--- config.mk ---
export PLATFORM = sky130hd
export DESIGN_NAME = gmii_rx_fcs_flat
export DESIGN_NICKNAME = d
export VERILOG_FILES = /design/src/rtl/eth_pkg.sv /design/src/rtl/gmii_rx_fcs_if.sv /design/src/rtl/crc32_d8_reg.sv /design/src/rtl/gmii_rx_fcs.sv /design/src/flat_wrapper.sv
export SDC_FILE = /design/constraint.sdc
export NUM_CORES = 1
export LEC_CHECK = 0
export ABC_CLOCK_PERIOD_IN_PS = 3100
export CORE_AREA = 2 2 171 173
export DETAILED_ROUTE_END_ITERATION = 6
export DIE_AREA = 0 0 173 175
export PLACE_DENSITY_LB_ADDON = 0.15
export SETUP_SLACK_MARGIN = 0.5
export SYNTH_ARGS = -nofsm -noshare
export SYNTH_HDL_FRONTEND = slang
export SYNTH_SLANG_ARGS = --single-unit
--- constraint.sdc ---
create_clock -name clk -period 3.1 [get_ports clk]
set_input_delay 0.93 -clock clk [delete_from_list [all_inputs] [get_ports clk]]
set_output_delay 0.93 -clock clk [all_outputs]
set_load 0.1 [all_outputs]
--- src/rtl/eth_pkg.sv ---
// Ethernet receive helpers: GMII framing constants, the receive FSM state
// type and a byte-wide reflected CRC-32 step shared by the RX and TX FCS paths.
package eth_pkg;

    localparam logic [7:0]  PREAMBLE    = 8'h55;
    localparam logic [7:0]  SFD         = 8'hD5;
    localparam logic [31:0] CRC_POLY    = 32'hEDB8_8320;
    localparam logic [31:0] CRC_INIT    = 32'hFFFF_FFFF;
    // Register value left after running the CRC over data plus a correct FCS.
    localparam logic [31:0] CRC_RESIDUE = 32'hDEBB_20E3;

    typedef enum logic [1:0] {
        ST_IDLE,
        ST_PRE,
        ST_DATA,
        ST_DROP
    } rxfcs_state_t;

    // One byte of reflected CRC-32, bits consumed LSB first, no final inversion.
    function automatic logic [31:0] crc32_d8(input logic [31:0] crc, input logic [7:0] data);
        logic [31:0] c;
        c = crc ^ {24'd0, data};
        for (int i = 0; i < 8; i++) begin
            c = c[0] ? ((c >> 1) ^ CRC_POLY) : (c >> 1);
        end
        return c;
    endfunction

endpackage

--- src/rtl/gmii_rx_fcs_if.sv ---
// GMII receive pins on one side, stripped frame stream plus status and
// error counters on the other.
interface gmii_rx_fcs_if;

    logic [7:0]  rxd;
    logic        rx_dv;
    logic        rx_er;

    logic [7:0]  dout;
    logic        dout_valid;
    logic        sof;
    logic        eof;
    logic        frame_ok;
    logic [15:0] frame_len;

    logic [31:0] cnt_good;
    logic [31:0] cnt_crc;
    logic [31:0] cnt_runt;
    logic [31:0] cnt_giant;
    logic [31:0] cnt_rxer;

    // PHY / bench side: drives the GMII pins, observes the frame stream.
    modport master (
        output rxd, rx_dv, rx_er,
        input  dout, dout_valid, sof, eof, frame_ok, frame_len,
        input  cnt_good, cnt_crc, cnt_runt, cnt_giant, cnt_rxer
    );

    // Receiver side.
    modport slave (
        input  rxd, rx_dv, rx_er,
        output dout, dout_valid, sof, eof, frame_ok, frame_len,
        output cnt_good, cnt_crc, cnt_runt, cnt_giant, cnt_rxer
    );

endinterface

--- src/rtl/crc32_d8_reg.sv ---
// Registered byte-wide CRC-32 engine: init loads the seed, en folds in one byte.
module crc32_d8_reg
    import eth_pkg::*;
(
    input  logic        clk,
    input  logic        reset_n,
    input  logic        init,
    input  logic        en,
    input  logic [7:0]  data,
    output logic [31:0] crc
);

    logic [31:0] crc_q;
    logic [31:0] crc_d;

    // Seed takes precedence over an update in the same cycle.
    always_comb begin
        crc_d = crc_q;
        if (init) begin
            crc_d = CRC_INIT;
        end else if (en) begin
            crc_d = crc32_d8(crc_q, data);
        end
    end

    // CRC state register.
    always_ff @(posedge clk or negedge reset_n) begin
        if (!reset_n) begin
            crc_q <= CRC_INIT;
        end else begin
            crc_q <= crc_d;
        end
    end

    assign crc = crc_q;

endmodule

--- src/rtl/gmii_rx_fcs.sv ---
// GMII receive front end: strips preamble/SFD, hides the FCS behind a 4-byte
// delay line, checks CRC and length, and reports a one-cycle status per frame.
module gmii_rx_fcs
    import eth_pkg::*;
#(
    parameter int MINLEN = 64,
    parameter int MAXLEN = 1518
) (
    input  logic         clk,
    input  logic         reset_n,
    gmii_rx_fcs_if.slave bus
);

    rxfcs_state_t    state_q, state_d;
    logic            armed_q;
    logic [15:0]     len_q, len_d;
    logic [3:0][7:0] dl_q, dl_d;
    logic            er_q, er_d;

    logic [7:0]      dout_q, dout_d;
    logic            dout_valid_q, dout_valid_d;
    logic            sof_q, sof_d;
    logic            eof_q, eof_d;
    logic            frame_ok_q, frame_ok_d;
    logic [15:0]     frame_len_q, frame_len_d;

    logic [31:0]     cnt_good_q, cnt_good_d;
    logic [31:0]     cnt_crc_q, cnt_crc_d;
    logic [31:0]     cnt_runt_q, cnt_runt_d;
    logic [31:0]     cnt_giant_q, cnt_giant_d;
    logic [31:0]     cnt_rxer_q, cnt_rxer_d;

    logic            crc_init;
    logic            crc_en;
    logic [31:0]     crc_val;
    logic            crc_bad;
    logic            len_runt;
    logic            len_giant;

    function automatic logic [15:0] sat_inc16(input logic [15:0] v);
        return (v == 16'hFFFF) ? v : v + 16'd1;
    endfunction

    // Reported length excludes the FCS and never goes negative.
    function automatic logic [15:0] strip_fcs(input logic [15:0] v);
        return (v > 16'd4) ? v - 16'd4 : 16'd0;
    endfunction

    crc32_d8_reg u_crc (
        .clk     (clk),
        .reset_n (reset_n),
        .init    (crc_init),
        .en      (crc_en),
        .data    (bus.rxd),
        .crc     (crc_val)
    );

    assign crc_bad   = (crc_val != CRC_RESIDUE);
    assign len_runt  = ({16'd0, len_q} < 32'(MINLEN));
    assign len_giant = ({16'd0, len_q} > 32'(MAXLEN));

    // Next-state, datapath and status decode for the receive FSM.
    always_comb begin
        state_d      = state_q;
        len_d        = len_q;
        dl_d         = dl_q;
        er_d         = er_q;
        dout_d       = dout_q;
        dout_valid_d = 1'b0;
        sof_d        = 1'b0;
        eof_d        = 1'b0;
        frame_ok_d   = frame_ok_q;
        frame_len_d  = frame_len_q;
        cnt_good_d   = cnt_good_q;
        cnt_crc_d    = cnt_crc_q;
        cnt_runt_d   = cnt_runt_q;
        cnt_giant_d  = cnt_giant_q;
        cnt_rxer_d   = cnt_rxer_q;
        crc_init     = 1'b0;
        crc_en       = 1'b0;

        case (state_q)
            ST_IDLE: begin
                er_d = 1'b0;
                if (bus.rx_dv) begin
                    // A frame already in flight when reset lifted is skipped whole.
                    if (!armed_q) begin
                        state_d = ST_DROP;
                    end else if (bus.rxd == PREAMBLE) begin
                        state_d = ST_PRE;
                    end else if (bus.rxd == SFD) begin
                        state_d  = ST_DATA;
                        crc_init = 1'b1;
                        len_d    = 16'd0;
                    end else begin
                        state_d = ST_DROP;
                    end
                end
            end

            ST_PRE: begin
                if (!bus.rx_dv) begin
                    state_d = ST_IDLE;
                end else if (bus.rx_er) begin
                    state_d = ST_DROP;
                end else if (bus.rxd == SFD) begin
                    state_d  = ST_DATA;
                    crc_init = 1'b1;
                    len_d    = 16'd0;
                end else if (bus.rxd != PREAMBLE) begin
                    state_d = ST_DROP;
                end
            end

            ST_DATA: begin
                if (!bus.rx_dv) begin
                    state_d     = ST_IDLE;
                    eof_d       = 1'b1;
                    frame_len_d = strip_fcs(len_q);
                    frame_ok_d  = !er_q && !crc_bad && !len_runt && !len_giant;
                    if (er_q) begin
                        cnt_rxer_d = cnt_rxer_q + 32'd1;
                    end else if (len_runt) begin
                        cnt_runt_d = cnt_runt_q + 32'd1;
                    end else if (len_giant) begin
                        cnt_giant_d = cnt_giant_q + 32'd1;
                    end else if (crc_bad) begin
                        cnt_crc_d = cnt_crc_q + 32'd1;
                    end else begin
                        cnt_good_d = cnt_good_q + 32'd1;
                    end
                end else if (bus.rx_er) begin
                    state_d = ST_DROP;
                    er_d    = 1'b1;
                end else begin
                    crc_en = 1'b1;
                    len_d  = sat_inc16(len_q);
                    dl_d   = {dl_q[2:0], bus.rxd};
                    // The oldest byte is released only once four newer ones
                    // exist, so the trailing FCS never reaches dout.
                    if (len_q >= 16'd4) begin
                        dout_d       = dl_q[3];
                        dout_valid_d = 1'b1;
                        sof_d        = (len_q == 16'd4);
                    end
                end
            end

            ST_DROP: begin
                if (!bus.rx_dv) begin
                    state_d = ST_IDLE;
                    er_d    = 1'b0;
                    // Only a frame aborted from DATA owes gmii2udp a status.
                    if (er_q) begin
                        eof_d       = 1'b1;
                        frame_ok_d  = 1'b0;
                        frame_len_d = strip_fcs(len_q);
                        cnt_rxer_d  = cnt_rxer_q + 32'd1;
                    end
                end
            end

            default: begin
                state_d = ST_IDLE;
            end
        endcase
    end

    // FSM state register.
    always_ff @(posedge clk or negedge reset_n) begin
        if (!reset_n) begin
            state_q <= ST_IDLE;
        end else begin
            state_q <= state_d;
        end
    end

    // Datapath, status outputs and event counters.
    always_ff @(posedge clk or negedge reset_n) begin
        if (!reset_n) begin
            armed_q      <= 1'b0;
            len_q        <= 16'd0;
            dl_q         <= '0;
            er_q         <= 1'b0;
            dout_q       <= 8'd0;
            dout_valid_q <= 1'b0;
            sof_q        <= 1'b0;
            eof_q        <= 1'b0;
            frame_ok_q   <= 1'b0;
            frame_len_q  <= 16'd0;
            cnt_good_q   <= 32'd0;
            cnt_crc_q    <= 32'd0;
            cnt_runt_q   <= 32'd0;
            cnt_giant_q  <= 32'd0;
            cnt_rxer_q   <= 32'd0;
        end else begin
            armed_q      <= 1'b1;
            len_q        <= len_d;
            dl_q         <= dl_d;
            er_q         <= er_d;
            dout_q       <= dout_d;
            dout_valid_q <= dout_valid_d;
            sof_q        <= sof_d;
            eof_q        <= eof_d;
            frame_ok_q   <= frame_ok_d;
            frame_len_q  <= frame_len_d;
            cnt_good_q   <= cnt_good_d;
            cnt_crc_q    <= cnt_crc_d;
            cnt_runt_q   <= cnt_runt_d;
            cnt_giant_q  <= cnt_giant_d;
            cnt_rxer_q   <= cnt_rxer_d;
        end
    end

    assign bus.dout       = dout_q;
    assign bus.dout_valid = dout_valid_q;
    assign bus.sof        = sof_q;
    assign bus.eof        = eof_q;
    assign bus.frame_ok   = frame_ok_q;
    assign bus.frame_len  = frame_len_q;
    assign bus.cnt_good   = cnt_good_q;
    assign bus.cnt_crc    = cnt_crc_q;
    assign bus.cnt_runt   = cnt_runt_q;
    assign bus.cnt_giant  = cnt_giant_q;
    assign bus.cnt_rxer   = cnt_rxer_q;

endmodule

--- src/flat_wrapper.sv ---
// flat-port wrapper written by rule: the top's interface ports become plain ports
module gmii_rx_fcs_flat import eth_pkg::*;
#(
    parameter int MINLEN = 64,
    parameter int MAXLEN = 1518
)
  (clk, reset_n, bus_rxd, bus_rx_dv, bus_rx_er, bus_dout, bus_dout_valid, bus_sof, bus_eof, bus_frame_ok, bus_frame_len, bus_cnt_good, bus_cnt_crc, bus_cnt_runt, bus_cnt_giant, bus_cnt_rxer);
  gmii_rx_fcs_if bus_i ();
  input  logic clk;
  input  logic reset_n;
  input wire logic [$bits(bus_i.rxd)-1:0] bus_rxd;
  input wire logic [$bits(bus_i.rx_dv)-1:0] bus_rx_dv;
  input wire logic [$bits(bus_i.rx_er)-1:0] bus_rx_er;
  output wire logic [$bits(bus_i.dout)-1:0] bus_dout;
  output wire logic [$bits(bus_i.dout_valid)-1:0] bus_dout_valid;
  output wire logic [$bits(bus_i.sof)-1:0] bus_sof;
  output wire logic [$bits(bus_i.eof)-1:0] bus_eof;
  output wire logic [$bits(bus_i.frame_ok)-1:0] bus_frame_ok;
  output wire logic [$bits(bus_i.frame_len)-1:0] bus_frame_len;
  output wire logic [$bits(bus_i.cnt_good)-1:0] bus_cnt_good;
  output wire logic [$bits(bus_i.cnt_crc)-1:0] bus_cnt_crc;
  output wire logic [$bits(bus_i.cnt_runt)-1:0] bus_cnt_runt;
  output wire logic [$bits(bus_i.cnt_giant)-1:0] bus_cnt_giant;
  output wire logic [$bits(bus_i.cnt_rxer)-1:0] bus_cnt_rxer;
  assign bus_i.rxd = bus_rxd;
  assign bus_i.rx_dv = bus_rx_dv;
  assign bus_i.rx_er = bus_rx_er;
  assign bus_dout = bus_i.dout;
  assign bus_dout_valid = bus_i.dout_valid;
  assign bus_sof = bus_i.sof;
  assign bus_eof = bus_i.eof;
  assign bus_frame_ok = bus_i.frame_ok;
  assign bus_frame_len = bus_i.frame_len;
  assign bus_cnt_good = bus_i.cnt_good;
  assign bus_cnt_crc = bus_i.cnt_crc;
  assign bus_cnt_runt = bus_i.cnt_runt;
  assign bus_cnt_giant = bus_i.cnt_giant;
  assign bus_cnt_rxer = bus_i.cnt_rxer;
  gmii_rx_fcs #(.MINLEN(MINLEN), .MAXLEN(MAXLEN)) u_core (.clk(clk), .reset_n(reset_n), .bus(bus_i));
endmodule
* Word level (Yosys, flattened, before mapping)
Cells that the tools add are included.
** Cells by class
- $add $sub $neg :: 7
- Magnitude comparators :: 4
- Eq/ne operators :: 23
- Muxes and demuxes :: 67
- Bitwise operators :: 15
- Reduce and logical (&&, ||, !) cells :: 24
** Operator list (number)
- 32-bit two-way mux :: 10
- 16-bit two-way mux :: 13
- 32-bit by 1-bit adder with 32-bit output, second input constant :: 5
- 13-bit inverter with 14-bit output :: 8
- 16-bit one-hot mux with 3 select lines :: 1
- 32-bit != test, second input constant :: 1
- 16-bit one-hot mux with 2 select lines :: 1
- 32-bit by 8-bit bitwise XOR with 32-bit output :: 1
- 1-bit two-way mux :: 27
- 2-bit two-way mux :: 10
- 2-bit != test, second input constant :: 10
- 4-bit AND reduction :: 5
- 16-bit by 1-bit adder with 16-bit output, second input constant :: 1
- 16-bit == test, second input constant :: 1
- 16-bit by 3-bit == test with 1-bit output, second input constant :: 1
- 16-bit by 3-bit greater-or-equal comparator with 1-bit output, second input constant :: 1
- 16-bit by 11-bit > comparator with 1-bit output, second input constant :: 1
- 16-bit by 3-bit > comparator with 1-bit output, second input constant :: 1
- 16-bit by 7-bit less-than comparator with 1-bit output, second input constant :: 1
- 16-bit by 3-bit subtractor with 16-bit output, second input constant :: 1
- 6-bit AND reduction :: 2
- 9-bit AND reduction :: 1
- 8-bit by 7-bit == test with 1-bit output, second input constant :: 1
- 8-bit == test, second input constant :: 1
- 18 further kinds :: 35
** Word-level totals
- Register bits after elaboration :: 272
- Input bits :: 12
- Output and inout port bits :: 188
- Logic and storage cells :: 160

* Longest topological paths before layout
- Word-level depth :: 19
- Mapped depth :: 8
- Mapped depth without buffers :: 7

* By module
Synthesis repeated with hierarchy kept, for this count alone.
** Unflattened totals
- Cells, all modules :: 1276
- Area total of the unflattened synthesis :: 13055.0 µm²
** By module, submodules not included
- gmii_rx_fcs :: times used 1, cells an instance 1084, area each 10976.8 µm², sequential area each 6005.8 µm²
- crc32_d8_reg :: times used 1, cells an instance 192, area each 2078.2 µm², sequential area each 840.8 µm²

* Worst setup path after synthesis
No wires, ideal clock.
- Kind :: reg2reg
- Start point :: register u_core.cnt_giant_q[2], in the netlist u_core.bus.cnt_giant[2]
- End point :: register u_core.cnt_giant_q[25], in the netlist u_core.bus.cnt_giant[25]
- Setup time :: 158 ps
- Arrival time :: 2668 ps
- Required time :: 2942 ps
- Slack :: 274 ps
- Stages on the path, launching flop included :: 6
- Buffers on the path :: 0
- Clock period less this slack :: 2826 ps
- Path through :: dfrtp_1 nand4_1 or3_1 nor4_2 nand4_1 xnor2_1
** Between the ends
- Word-level cells in the longest chain between the ends :: 1
** RTL lines
- from (decl) :: line gmii_rx_fcs.sv:30 : logic [31:0] cnt_giant_q, cnt_giant_d;
- from (signal assigned) :: line gmii_rx_fcs.sv:210 : cnt_giant_q <= cnt_giant_d;
- 32-bit by 1-bit adder with 32-bit output :: line gmii_rx_fcs.sv:126 : cnt_giant_d = cnt_giant_q + 32'd1;
No other way between the ends.
A chain may end at the register's enable or synchronous reset.

* Final worst setup path
- Start point :: register u_core.u_crc.crc_q[5], in the netlist u_core.u_crc.crc[5]
- End point :: register u_core.cnt_good_q[19], in the netlist u_core.bus.cnt_good[19]
** Between the ends
- Word-level cells in the longest chain between the ends :: 3
** RTL lines
- from (decl) :: line crc32_d8_reg.sv:13 : logic [31:0] crc_q;
- from (signal assigned) :: line crc32_d8_reg.sv:31 : crc_q <= crc_d;
- 32-bit != test :: line gmii_rx_fcs.sv:58 : assign crc_bad = (crc_val != CRC_RESIDUE);
- 1-bit inverter (no source line)
- 6-bit AND reduction (no source line)
- to (signal assigned) :: line gmii_rx_fcs.sv:207 : cnt_good_q <= cnt_good_d;
- to (decl) :: line gmii_rx_fcs.sv:27 : logic [31:0] cnt_good_q, cnt_good_d;
No other way between the ends.

==> impl_results.md <==
* Worst Hold Class: in -> async
* Unique masters post-synth at about 60
* Synth Instances at 1289
* Most frequent cells in the layout: buf_4 (238), nand2_1 (214), dfrtp_1 (213), xnor2_1 (120), xor2_1 (107)
* Slowest CP cell: or4_4
* Slew Limit Fails at 0
* DRT antenna net count at 0
* Cell Area, Placed at 15600 um^2
* WL/cell at 16.4 um
* DPL Wire Length at 21700 um
* Longest Clk Path Bufs at 3
* Final setup violation count at 0
* Synth Warn # at 0
* Number of flops mapped to enable cells by yosys at 0
* GRT Overall Usage at 0.206
* Top cells by area, synth: dfrtp_1 (45%), xnor2_1 (8.1%), xor2_1 (7.1%)
* H-tree Lvls at 1
* Worst Clk Skew at 0.0116 ns
* Clk_lat worst skew at roughly 0.56 ns
* Critical R2R Capture: u_core.bus.cnt_good[19]
* Relative slew slack at 0.358
* Dominant synthesized flop cell: dfrtp_1
* F_max at 0.385 GHz
* Reg2reg path depth at 5
* Critical path arrival at 3.07 ns
* Share of the synthesized area in the top cell type at 0.454
* Final worst-path cycle share at 0.837
* Outcome: completed
* Critical Path Sink: u_core.bus.cnt_good[19]
* Hold-fix buffers, CTS at 0
* CP Capture Type: register
* DRT Pass-1 Iters at 5
* WS Path Type: reg -> reg
* # DRC at 0
* Leak at 0.00797 uW
* Post-Synthesis Cell Area at ~13000 um^2
* CTS Buf Count at 30
* Stages on worst setup path at 5
* Data required, critical path at around 3.6 ns
* Area leader, netlist: dfrtp_1
* Fin nets at ~1500
* Critical path buffers and inverters at 0
* Overall die area at 30300 um^2
* Layout cell share with drive strength beyond 1 at 0.277
* Starting DRT DRC Count at 659
* N_diodes at 0
* Placer Congestion at 0.874
* Worst R2R Setup Slack at 0.50 ns
* Worst path max stage delay at 0.55 ns
* CTS root buf: clkbuf_16
* Total chip power at 13100 uW
* Worst path cell trace: or4b_1, or4_4, or3_4, nor4_2, xor2_1
* Antenna violations before repair at 0
* Global-route wire length before repair at 52100 um
* Initial core utilization at 0.466
* Clock sinks at between 200 and 300
* Vias in the first global route at 9791
* Asr flop ratio synth at 1.00
* Vias per inst at roughly 5.3
* Die width at 173 um
* Worst reg2reg path startpoint: u_core.u_crc.crc[5]
* Power Dens Cells at 774 nW/um^2
* RSZ-0062 raised after global routing: true
* Syn nets at 1312
* Max Cap Violations at 0
* IO Port Bufs at about 200
* Min Tclk post-route at 2.60 ns
* P&R area growth vs syn at 27.6%
* CORE AREA at 28400 um^2
* Worst vdd ir at 0.860 mV
* Commonest non-fill, non-tap cell in the layout: buf_4
* Total grt overflow at 0
* Largest net degree at the start of global routing at 65
* Finished Core Util at 0.595
* Seq/Total Area, Yosys at 0.517
* Fin. Hold Viols at 0
* Die height at 175 um
* Tightest Pin Transition at 0.961 ns
* Startpoint Class: register
* Synthesized flop and latch total at around 270
* Mean Syn Cell Area at between 10 and 15 um^2
* Clock transition at the registers of the reported paths at approximately 0.060 ns
* TNS Setup at 0 ns
* Worst setup path start: u_core.u_crc.crc[5]
* Max FO, Critical Path at 8
* Final instance area at 16900 um^2
* DR vias at 10200
* Total Routed Length at 31800 um
* Row Count at 62
* Io pins at 200
* Delay-heaviest family, CP: simple AND/OR/NAND/NOR gates
* CTS tree: built
worst register-to-register path, stage by stage, from the launching register on:
cell and delay (ns):
dfstp_2 0.53, or4b_1 0.45, or4_4 0.55, or3_4 0.48, nor4_2 0.33, xor2_1 0.18
what timing repair did:
item                       in CTS  in global routing
gates cloned                    3                  1
pin swaps                       6                  7
setup endpoints to repair      32                 51
buffers inserted                0                  3
resized for setup               9                 12
metrics by stage:
| stage | hold WS [ns] | cells | setup WS, ns |
|---|---|---|---|
| floorplan | 0.439 | 1289 | 0.515 |
| global placement | 0.450 | 1870 | -0.0895 |
| detailed placement | 0.454 | 1870 | -0.164 |
| CTS | 0.332 | 1929 | 0.443 |
| global route | 0.357 | 1933 | 0.461 |
| finish | 0.332 | 1933 | 0.504 |
synth_stat cells, types with 3 or more instances:
master / instances
inv_1: 32
xnor2_1: 123
nor2_1: 47
and3_1: 26
nand4b_1: 5
nand2_1: 215
buf_1: 7
a211oi_1: 3
nor4_2: 19
nand2b_1: 3
nor3b_1: 5
nand3_1: 62
o21ai_0: 38
a31oi_1: 4
a2bb2oi_1: 4
nor4b_1: 6
dfrtp_1: 240
ha_1: 11
or3_1: 7
and4_1: 5
dfstp_2: 32
or4_1: 3
xor2_1: 107
nor4_1: 38
nand4_1: 46
nor4b_2: 4
nor3_1: 53
and4b_1: 3
and2_1: 4
clkbuf_1: 48
nor2b_1: 7
a21oi_1: 25
o211ai_1: 8
mux2_2: 12
final cells by class:
cell class                      instances  area [um^2]
Sequential cell                       272         6880
Clock inverter                         13          143
Tap cell                              384          480
Timing Repair Buffer                  260         2130
Inverter                               32          120
Clock buffer                           43          921
Multi-Input combinational cell        929         6220
Fill cell                            2482        11500
report_power, final:
part	internal [uW]	total [uW]	switching, uW
Sequential	4200	4750	551
Clock	2300	3760	1460
Combinational	1800	4570	2770
state kept, by name, indices dropped and copies added, names as in the netlist, 2 cells and up:
name,count
u_core.bus.cnt_crc,32
u_core.bus.cnt_giant,32
u_core.bus.cnt_good,32
u_core.bus.cnt_runt,32
u_core.bus.cnt_rxer,32
u_core.dl_q,32
u_core.u_crc.crc,32
u_core.bus.frame_len,16
u_core.len_q,16
u_core.bus.dout,8
u_core.state_q,2
metal layers:
metal  wire length, um  part of all wire  up-vias  global-route usage
li1                  -                 -     4920                   -
met5                 0                 0        -                   0
met3              1550             0.049       35              0.0287
met4               425             0.013        0              0.0406
met1             15000              0.47     5025               0.301
met2             14800              0.47      241               0.332
cell families (layout without fill, tap and decap cells):
kind of cell / after synthesis / in the layout / synth area share
other cells: 1 / 1 / 0.000283
xor+xnor: 237 / 237 / 0.162
flops: 272 / 272 / 0.517
simple gates: 566 / 569 / 0.226
fa+ha+maj: 11 / 11 / 0.0104
compound gates: 98 / 98 / 0.0457
buf+inv: 91 / 348 / 0.0273
mux: 13 / 13 / 0.0111
worst min path at each step:
stage	depth (start not counted)	slack, ns	startpoint	end
5_1_grt	1	0.36	reset_n	u_core.bus.cnt_crc[23]
4_1_cts	1	0.33	reset_n	u_core.bus.cnt_good[18]
2_1_floorplan	2	0.44	u_core.dl_q[2]	u_core.dl_q[10]
3_5_place_dp	2	0.45	u_core.dl_q[15]	u_core.dl_q[23]
6_report	1	0.33	reset_n	u_core.bus.cnt_crc[23]
3_3_place_gp	2	0.45	u_core.dl_q[2]	u_core.dl_q[10]
Power figures use the tool's default switching activity.
